File: src/rtl/fftmini_frame_writer_pkg.sv
// Shared constants and types for the FFT-mini frame writer and its detector.
package fftmini_frame_writer_pkg;

  localparam int FFT_LEN  = 1024;
  localparam int RAM_AW   = 9;
  localparam int SAMPLE_W = 12;
  localparam int DATA_W   = 16;
  localparam int RE_LSB   = 0;
  localparam int IM_LSB   = 16;

  typedef enum logic [1:0] {
    S_IDLE  = 2'd0,
    S_FEED  = 2'd1,
    S_DRAIN = 2'd2,
    S_FLUSH = 2'd3
  } fw_state_t;

  // AXI-Stream complex beat: imag in the upper half, real in the lower half.
  typedef struct packed {
    logic [DATA_W-1:0] im;
    logic [DATA_W-1:0] re;
  } fft_beat_t;

endpackage

File: src/rtl/fftmini_frame_writer_mag.sv
// Alpha-max-plus-beta-min magnitude: max(|re|,|im|) + min(|re|,|im|)/2.
module fft_mag_approx
  import fftmini_frame_writer_pkg::*;
(
  input  logic [DATA_W-1:0] re,
  input  logic [DATA_W-1:0] im,
  output logic [DATA_W-1:0] mag
);

  // One extra bit so that |-32768| = 32768 is representable.
  logic [DATA_W:0] re_x, im_x, a, b, mx, mn;

  assign re_x = {re[DATA_W-1], re};
  assign im_x = {im[DATA_W-1], im};
  assign a    = re[DATA_W-1] ? (~re_x + 1'b1) : re_x;
  assign b    = im[DATA_W-1] ? (~im_x + 1'b1) : im_x;
  assign mx   = (a > b) ? a : b;
  assign mn   = (a > b) ? b : a;
  // Worst case 32768 + 16384 = 49152 still fits DATA_W unsigned.
  assign mag  = DATA_W'(mx + (mn >> 1));

endmodule

File: src/rtl/fftmini_frame_writer.sv
// Captures one frame, streams it through the FFT core, writes first-half bin magnitudes to RAM.
module fftmini_frame_writer
  import fftmini_frame_writer_pkg::*;
#(
  parameter int FFT_LEN  = fftmini_frame_writer_pkg::FFT_LEN,
  parameter int RAM_AW   = fftmini_frame_writer_pkg::RAM_AW,
  parameter int SAMPLE_W = fftmini_frame_writer_pkg::SAMPLE_W
) (
  input  logic                sys_clk,
  input  logic                sys_rstn,
  input  logic                fftmini_ctrl,
  output logic                fftmini_flag,
  input  logic [SAMPLE_W-1:0] adc_data,
  input  logic                adc_valid,
  output logic [31:0]         m_fft_tdata,
  output logic                m_fft_tvalid,
  output logic                m_fft_tlast,
  input  logic                m_fft_tready,
  input  logic [31:0]         s_fft_tdata,
  input  logic                s_fft_tvalid,
  input  logic                s_fft_tlast,
  output logic                s_fft_tready,
  output logic                ram_wr_en,
  output logic [RAM_AW-1:0]   ram_wr_addr,
  output logic [DATA_W-1:0]   ram_wr_data,
  output logic                overrun,
  output logic                tlast_err
);

  localparam int CNT_W = $clog2(FFT_LEN);

  fw_state_t         state, state_nxt;
  logic [CNT_W-1:0]  in_cnt, out_cnt;
  logic              hold_vld;
  logic [DATA_W-1:0] hold_data, sample_x, mag;
  fft_beat_t         res, beat_out;
  logic              in_acc, in_last_acc, out_beat, out_last_idx, out_end;

  assign res          = s_fft_tdata;
  assign sample_x     = {{(DATA_W-SAMPLE_W){adc_data[SAMPLE_W-1]}}, adc_data};
  assign in_acc       = (state == S_FEED) && hold_vld && m_fft_tready;
  assign in_last_acc  = in_acc && (in_cnt == CNT_W'(FFT_LEN-1));
  assign out_beat     = s_fft_tready && s_fft_tvalid;
  assign out_last_idx = (out_cnt == CNT_W'(FFT_LEN-1));
  assign out_end      = out_beat && (out_last_idx || s_fft_tlast);

  assign beat_out     = '{im: '0, re: hold_data};
  assign m_fft_tdata  = beat_out;
  assign m_fft_tvalid = hold_vld;
  assign m_fft_tlast  = hold_vld && (in_cnt == CNT_W'(FFT_LEN-1));

  fft_mag_approx u_mag (
    .re  (res.re),
    .im  (res.im),
    .mag (mag)
  );

  always_ff @(posedge sys_clk) begin
    if (!sys_rstn) state <= S_IDLE;
    else           state <= state_nxt;
  end

  always_comb begin
    state_nxt    = state;
    fftmini_flag = 1'b0;
    s_fft_tready = 1'b0;
    unique case (state)
      S_IDLE:  if (fftmini_ctrl) state_nxt = S_FEED;
      S_FEED: begin
        fftmini_flag = 1'b1;
        if (in_last_acc) state_nxt = S_DRAIN;
      end
      S_DRAIN: begin
        fftmini_flag = 1'b1;
        s_fft_tready = 1'b1;
        if (out_end) state_nxt = S_FLUSH;
      end
      S_FLUSH: begin
        // Flag stays high here so the registered final write lands inside the run.
        fftmini_flag = 1'b1;
        state_nxt    = S_IDLE;
      end
      default: state_nxt = S_IDLE;
    endcase
  end

  always_ff @(posedge sys_clk) begin
    if (!sys_rstn) begin
      in_cnt      <= '0;
      out_cnt     <= '0;
      hold_vld    <= 1'b0;
      hold_data   <= '0;
      overrun     <= 1'b0;
      tlast_err   <= 1'b0;
      ram_wr_en   <= 1'b0;
      ram_wr_addr <= '0;
      ram_wr_data <= '0;
    end else begin
      ram_wr_en <= 1'b0;
      tlast_err <= 1'b0;
      case (state)
        S_IDLE: begin
          in_cnt   <= '0;
          out_cnt  <= '0;
          overrun  <= 1'b0;
          hold_vld <= 1'b0;
        end
        S_FEED: begin
          if (in_acc) in_cnt <= in_cnt + 1'b1;
          // A held beat is never overwritten; a sample arriving behind it is lost.
          if (adc_valid && !in_last_acc && (!hold_vld || in_acc)) begin
            hold_vld  <= 1'b1;
            hold_data <= sample_x;
          end else if (in_acc) begin
            hold_vld  <= 1'b0;
          end
          if (adc_valid && hold_vld && !in_acc) overrun <= 1'b1;
        end
        S_DRAIN: begin
          if (out_beat) begin
            out_cnt   <= out_cnt + 1'b1;
            tlast_err <= out_last_idx ^ s_fft_tlast;
            if (out_cnt[CNT_W-1:RAM_AW] == '0) begin
              ram_wr_en   <= 1'b1;
              ram_wr_addr <= out_cnt[RAM_AW-1:0];
              ram_wr_data <= mag;
            end
          end
        end
        default: ;
      endcase
    end
  end

endmodule
File: config.mk
export PLATFORM = sky130hd
export DESIGN_NAME = fftmini_frame_writer
export DESIGN_NICKNAME = d
export VERILOG_FILES = /design/src/rtl/fftmini_frame_writer_pkg.sv /design/src/rtl/fftmini_frame_writer_mag.sv /design/src/rtl/fftmini_frame_writer.sv
export SDC_FILE = /design/constraint.sdc
export NUM_CORES = 1
export LEC_CHECK = 0
export BUFFER_PORTS_ARGS = -buffer_cell sky130_fd_sc_hd__buf_2
export CAP_MARGIN = 20
export CORE_MARGIN = 1.5
export CORE_UTILIZATION = 55
export CTS_CLUSTER_SIZE = 28
export DETAILED_ROUTE_END_ITERATION = 8
export PLACE_DENSITY = 0.81
export SKIP_CTS_REPAIR_TIMING = 1
export SLEW_MARGIN = 20
export SYNTH_ARGS = -nofsm -noshare
export SYNTH_HDL_FRONTEND = slang
export SYNTH_HIERARCHICAL = 1
export SYNTH_SLANG_ARGS = --single-unit
export TNS_END_PERCENT = 5
File: constraint.sdc
create_clock -name sys_clk -period 6.2 [get_ports sys_clk]
set_input_delay 0.62 -clock sys_clk [delete_from_list [all_inputs] [get_ports sys_clk]]
set_output_delay 0.62 -clock sys_clk [all_outputs]
set_load 0.01 [all_outputs]
==> results of run 1 <==
==> cells in the final DEF, fill, tap and decap left out, drive strengths merged, types with 8 or more instances in the layout <==
master	synthesis	routed
clkbuf	16	12
o31ai	9	9
nand3	20	20
o21ai	19	19
dfxtp	63	63
inv	31	31
nor3	11	11
a21oi	48	48
conb	3	18
nor2	24	24
ha	41	41
xor2	26	26
nand4	10	10
xnor2	23	23
mux2i	45	45
nand2	107	107
a211oi	8	8
buf	28	103
==> logic make-up after synthesis <==
kind of cell	share of synthesized area [%]
mux	9.725
compound gates	15.78
flops	25.87
other cells	0.2309
simple gates	21.02
fa+ha+maj	10.93
xor+xnor	8.802
buf+inv	7.647
==> worst max-delay path: cells and delay by family <==
kind                       cells  cell delay (ns)
xor gates and xnor gates       2             0.42
buffers and inverters          3             0.28
and+or+nand+nor                4             0.80
adders and majority gates      4             1.15
AOI/OAI and AO/OA             12             2.63
==> per-stage QoR <==
step	instances	util (%)	hold WS (ns)	worst slack, ns
5_1_grt	807	64.78	0.4776	0.2034
4_1_cts	806	64.46	0.4592	0.6022
2_1_floorplan	625	-	0.4693	0.6540
3_3_place_gp	791	61.79	0.4387	0.5220
6_report	807	64.78	0.4547	0.5653
3_5_place_dp	791	61.79	0.4453	0.2607
==> final cells by class <==
cell class,count,area [um^2]
multi-input cells,486,3299
fillers,747,3042
flip-flops and latches,63,1261
repair buffers,103,548.0
clock buffers,12,165.2
well taps,108,135.1
inverters,32,120.1
clock inverters,3,65.06
==> sequential cells by signal (all words and copies together), names as in the netlist <==
register	flops
ram_wr_data	16
state	2
tlast_err	1
m_fft_tvalid	1
in_cnt	10
overrun	1
hold_data	12
ram_wr_en	1
ram_wr_addr	9
out_cnt	10
==> metal layers <==
| metal | wire length, um | part of all wire (%) | vias to the layer above | global-route usage [%] |
|---|---|---|---|---|
| met3 | 460 | 4.1 | 30 | 5.180 |
| li1 | - | - | 2265 | - |
| met1 | 4882 | 43 | 2109 | 27.06 |
| met5 | 0 | 0 | - | 0 |
| met2 | 5704 | 50 | 114 | 42.55 |
| met4 | 276 | 2.4 | 0 | 10.37 |
==> where the power goes <==
| group | total (mW) | switching (mW) | internal (mW) |
|---|---|---|---|
| sequential | 0.460 | 0.0219 | 0.438 |
| combinational | 0.722 | 0.429 | 0.293 |
| clock | 0.405 | 0.148 | 0.256 |
==> how the worst max path moves through the flow <==
stage / endpoint / slack [ns] / cells after the start
3_5_place_dp: ram_wr_data[10] / 0.26 / 25
2_1_floorplan: ram_wr_data[10] / 0.65 / 22
4_1_cts: ram_wr_data[10] / 0.60 / 25
6_report: ram_wr_data[10] / 0.57 / 25
5_1_grt: ram_wr_data[15] / 0.20 / 23
3_3_place_gp: ram_wr_data[10] / 0.52 / 25
==> run metrics, run 1 <==
core area ~0.0086 mm^2; mapped cell area roughly 0.005 mm^2; CTS tree yes; R2R setup slack 3.98 ns; RSZ-0062 raised after global routing false; CP max-delay cell or4_1; Synth cell types between 60 and 70; Fmax 0.1775 GHz; fin area ~0.0056 mm^2; pin count of the biggest net entering global routing 35; ant diodes 0; final WL about 11000 um; synth cell count leaders nand2_1 (107), dfxtp_1 (63), a21oi_1 (48); Synth Area per Inst 7.993 um^2; CTS Buffer Depth 2; number of synthesized flops with an enable pin 0; CTS root buffer clkbuf_8; Die X a little under 100 um; Max Cap Viol 0; number of global-route vias before repair between 4000 and 5000; fin. max-slew vios 0; period utilization around nine tenths; clock skew 0.01031 ns; Total GRT Usage around a quarter; Crit Path Class input pin to register; post-DP HPWL 8779 um; slowest cell delay on critical path a little over 0.5 ns; # clock sinks 63; most used cell, CP a21oi_1; first drt pass iteration count 5; Ys Warns 6; final layout net count ~800; Iter 0 DRT Violations about 170; Final Hold Fails 0; remaining global-route overflow 0; Setup TNS Final 0 ns; LEAKAGE approximately 2.6 nW; Primary FF master, synth dfxtp_1; P&R area growth vs syn 14.73%; pwr dens ~280 mW/mm^2; Hold Crit Class register to register; row cnt 34; Crit Path Max Fanout 20; Slew headroom about a third; WP data arrival between 5 and 6 ns; Die H ~97 um; worst skew pair latency around 0.34 ns; Max VDD drop 0.0001498 V; critical path required time between 6 and 7 ns; Hold Path Depth 2; top cells by area, synth dfxtp_1 (26%), ha_1 (11%), mux2i_1 (9.0%); Via density between 5 and 6; WHS Endpoint hold_data[3]; status complete, no violations; via count 4518; startpoint class of the critical path input pin; first-pass GRT wire length between 15000 and 20000 um; total power 1.587 mW; #FFs+latches synth 63; Worst R2R Start out_cnt[0]; Area after DPL 0.005336 mm^2; full die area about 0.0094 mm^2; r2r worst-path depth 9; number of nets with antenna violations after routing 0; CP endpoint kind register; H-tree levels 3; Slew @ Worst Pin roughly 1 ns; Async S/R FF share, synth 0%; CTS clock-pin slew for the worst setup and hold paths roughly 0.070 ns; share of layout cells above drive strength 1 between 10% and 20%; Final Setup Violations 0; start point of the worst hold path hold_data[3]; Initial Utilization 56.46%; initial antenna violation count 0; Port Buffers between 90 and 100; Tmin final 5.635 ns; Synth Instances between 600 and 700; register area share after synthesis 25.87%; leading area contributor after synthesis dfxtp_1; detailed-route wire length per cell between 10 and 15 um; # IOs ~120; drt drc 0; Num CTS Buffers 9; r2r endpoint state[0]; GP Congestion between 0.9 and 1; critical path launch point s_fft_tdata[0]; share of the synthesized area in the top cell type between 20% and 30%; most common cell in the synthesized netlist nand2_1
(Power assumes the default switching activity.)
==> run 2, diff against run 1 <==
- CORE_UTILIZATION: 55 -> 45
- PLACE_DENSITY: 0.81 -> 0.69
==> run metrics, run 2 (same netlist as run 1, synthesis figures left out) <==
pin count of the biggest net entering global routing 35; P&R area growth vs syn 15.19%; start point of the worst hold path ram_wr_addr[0]; Slew @ Worst Pin 0.9854 ns; CTS root buffer clkbuf_8; Crit Path Class input pin to register; Hold Crit Class register to register; Setup TNS Final 0 ns; Num CTS Buffers 9; Iter 0 DRT Violations 204; RSZ-0062 raised after global routing false; core area about 0.010 mm^2; ant diodes 0; CTS clock-pin slew for the worst setup and hold paths roughly 0.070 ns; Crit Path Max Fanout 20; worst skew pair latency about 0.34 ns; R2R setup slack around 4.1 ns; number of nets with antenna violations after routing 0; period utilization 90.38%; first drt pass iteration count 5; Area after DPL ~0.0054 mm^2; drt drc 0; WP data arrival 5.87 ns; Tmin final around 5.6 ns; # clock sinks 63; Port Buffers a little under 100; top flop regs ram_wr_data (16), hold_data (12); clock skew between 0.009 and 0.01 ns; LEAKAGE about 2.6 nW; CTS Buffer Depth 2; filler cell count around 980; Util after Layout a little over half; pwr dens roughly 280 mW/mm^2; WHS Endpoint ram_wr_addr[0]; GP Congestion a little over 0.8; fin. max-slew vios 0; share of layout cells above drive strength 1 between 15 and 20%; Max Cap Viol 0; remaining global-route overflow 0; fin area around 0.0056 mm^2; Die X 107.1 um; startpoint class of the critical path input pin; commonest cells after routing, fill and taps aside nand2_1 (107), buf_2 (98), dfxtp_1 (63); slowest cell delay on critical path roughly 0.5 ns; CTS tree yes; most used cell, CP a21oi_1; r2r endpoint state[0]; Die H approximately 110 um; Fmax 0.1785 GHz; first-pass GRT wire length 18690 um; Final Hold Fails 0; # IOs between 100 and 150; Top reg by flops ram_wr_data; status complete, no violations; critical path required time 6.47 ns; Worst R2R Start out_cnt[0]; initial antenna violation count 0; detailed-route wire length per cell around 13 um; via count around 4400; final WL between 10000 and 15000 um; Total GRT Usage 19.91%; row cnt 37; final layout net count 788; H-tree levels 3; Hold Path Depth 2; leading cell type in the layout, fill and taps excluded nand2_1; Final Setup Violations 0; Via density about 5.3; CP endpoint kind register; Initial Utilization 46.81%; post-route setup slack 0.5962 ns; DP Worst Slack around 0.27 ns; Slew headroom roughly a third; Max VDD drop between 0.0001 and 0.00015 V; post-DP HPWL 8497 um; total power 1.554 mW; number of global-route vias before repair roughly 4200; max FFs per register 16; full die area between 0.01 and 0.015 mm^2; CP max-delay cell or4_1; r2r worst-path depth 9
[run 2: cell types whose count changed in the layout (fill, tap and decap cells not counted)]
| cell | delta |
|---|---|
| clkinv_2 | -1 |
| bufinv_16 | -1 |
| clkinvlp_4 | +3 |
[run 2: power by group]
part / internal (mW) / switching [mW] / total, mW
sequential: 0.438 / 0.0211 / 0.459
clock: 0.218 / 0.159 / 0.377
combinational: 0.293 / 0.424 / 0.717
[run 2: how the worst max path moves through the flow]
stage,startpoint,end
after floorplan,s_fft_tdata[10],ram_wr_data[10]
after global placement,s_fft_tdata[10],ram_wr_data[10]
after detailed placement,s_fft_tdata[0],ram_wr_data[10]
after CTS,s_fft_tdata[0],ram_wr_data[10]
after global routing,s_fft_tdata[0],ram_wr_data[8]
final,s_fft_tdata[0],ram_wr_data[10]
[run 2: routing by layer]
metal,wire length [um],track usage [%],up-vias,share of wire (%)
li1,-,-,2257,-
met1,5020,24.77,2059,46
met2,5198,33.71,119,47
met3,581,5.167,13,5.3
met4,172,5.714,0,1.6
met5,0,0,-,0
[run 2: layout make-up]
cell class                 count  area, um^2  area share (%)
tap                          136       170.2           3.030
clock buffer                  12       165.2           2.941
multi-input combinational    486        3299           58.74
timing repair buffer         103       548.0           9.757
inverter                      32       120.1           2.139
sequential                    63        1261           22.45
clock inverter                 4       52.55          0.9356
[run 2: stage by stage]
step                      hold slack [ns]  cells
after floorplan                    0.4693    625
after global placement             0.4399    819
after detailed placement           0.4430    819
after CTS                          0.4534    835
after global routing               0.4686    836
final                              0.4516    836
[run 2: worst max-delay path, delay by kind of cell]
kind,cells,cell delay (ns)
AOI/OAI and AO/OA,12,2.61
adders and majority gates,4,1.17
and+or+nand+nor,4,0.78
xor gates and xnor gates,2,0.41
buffers and inverters,3,0.27
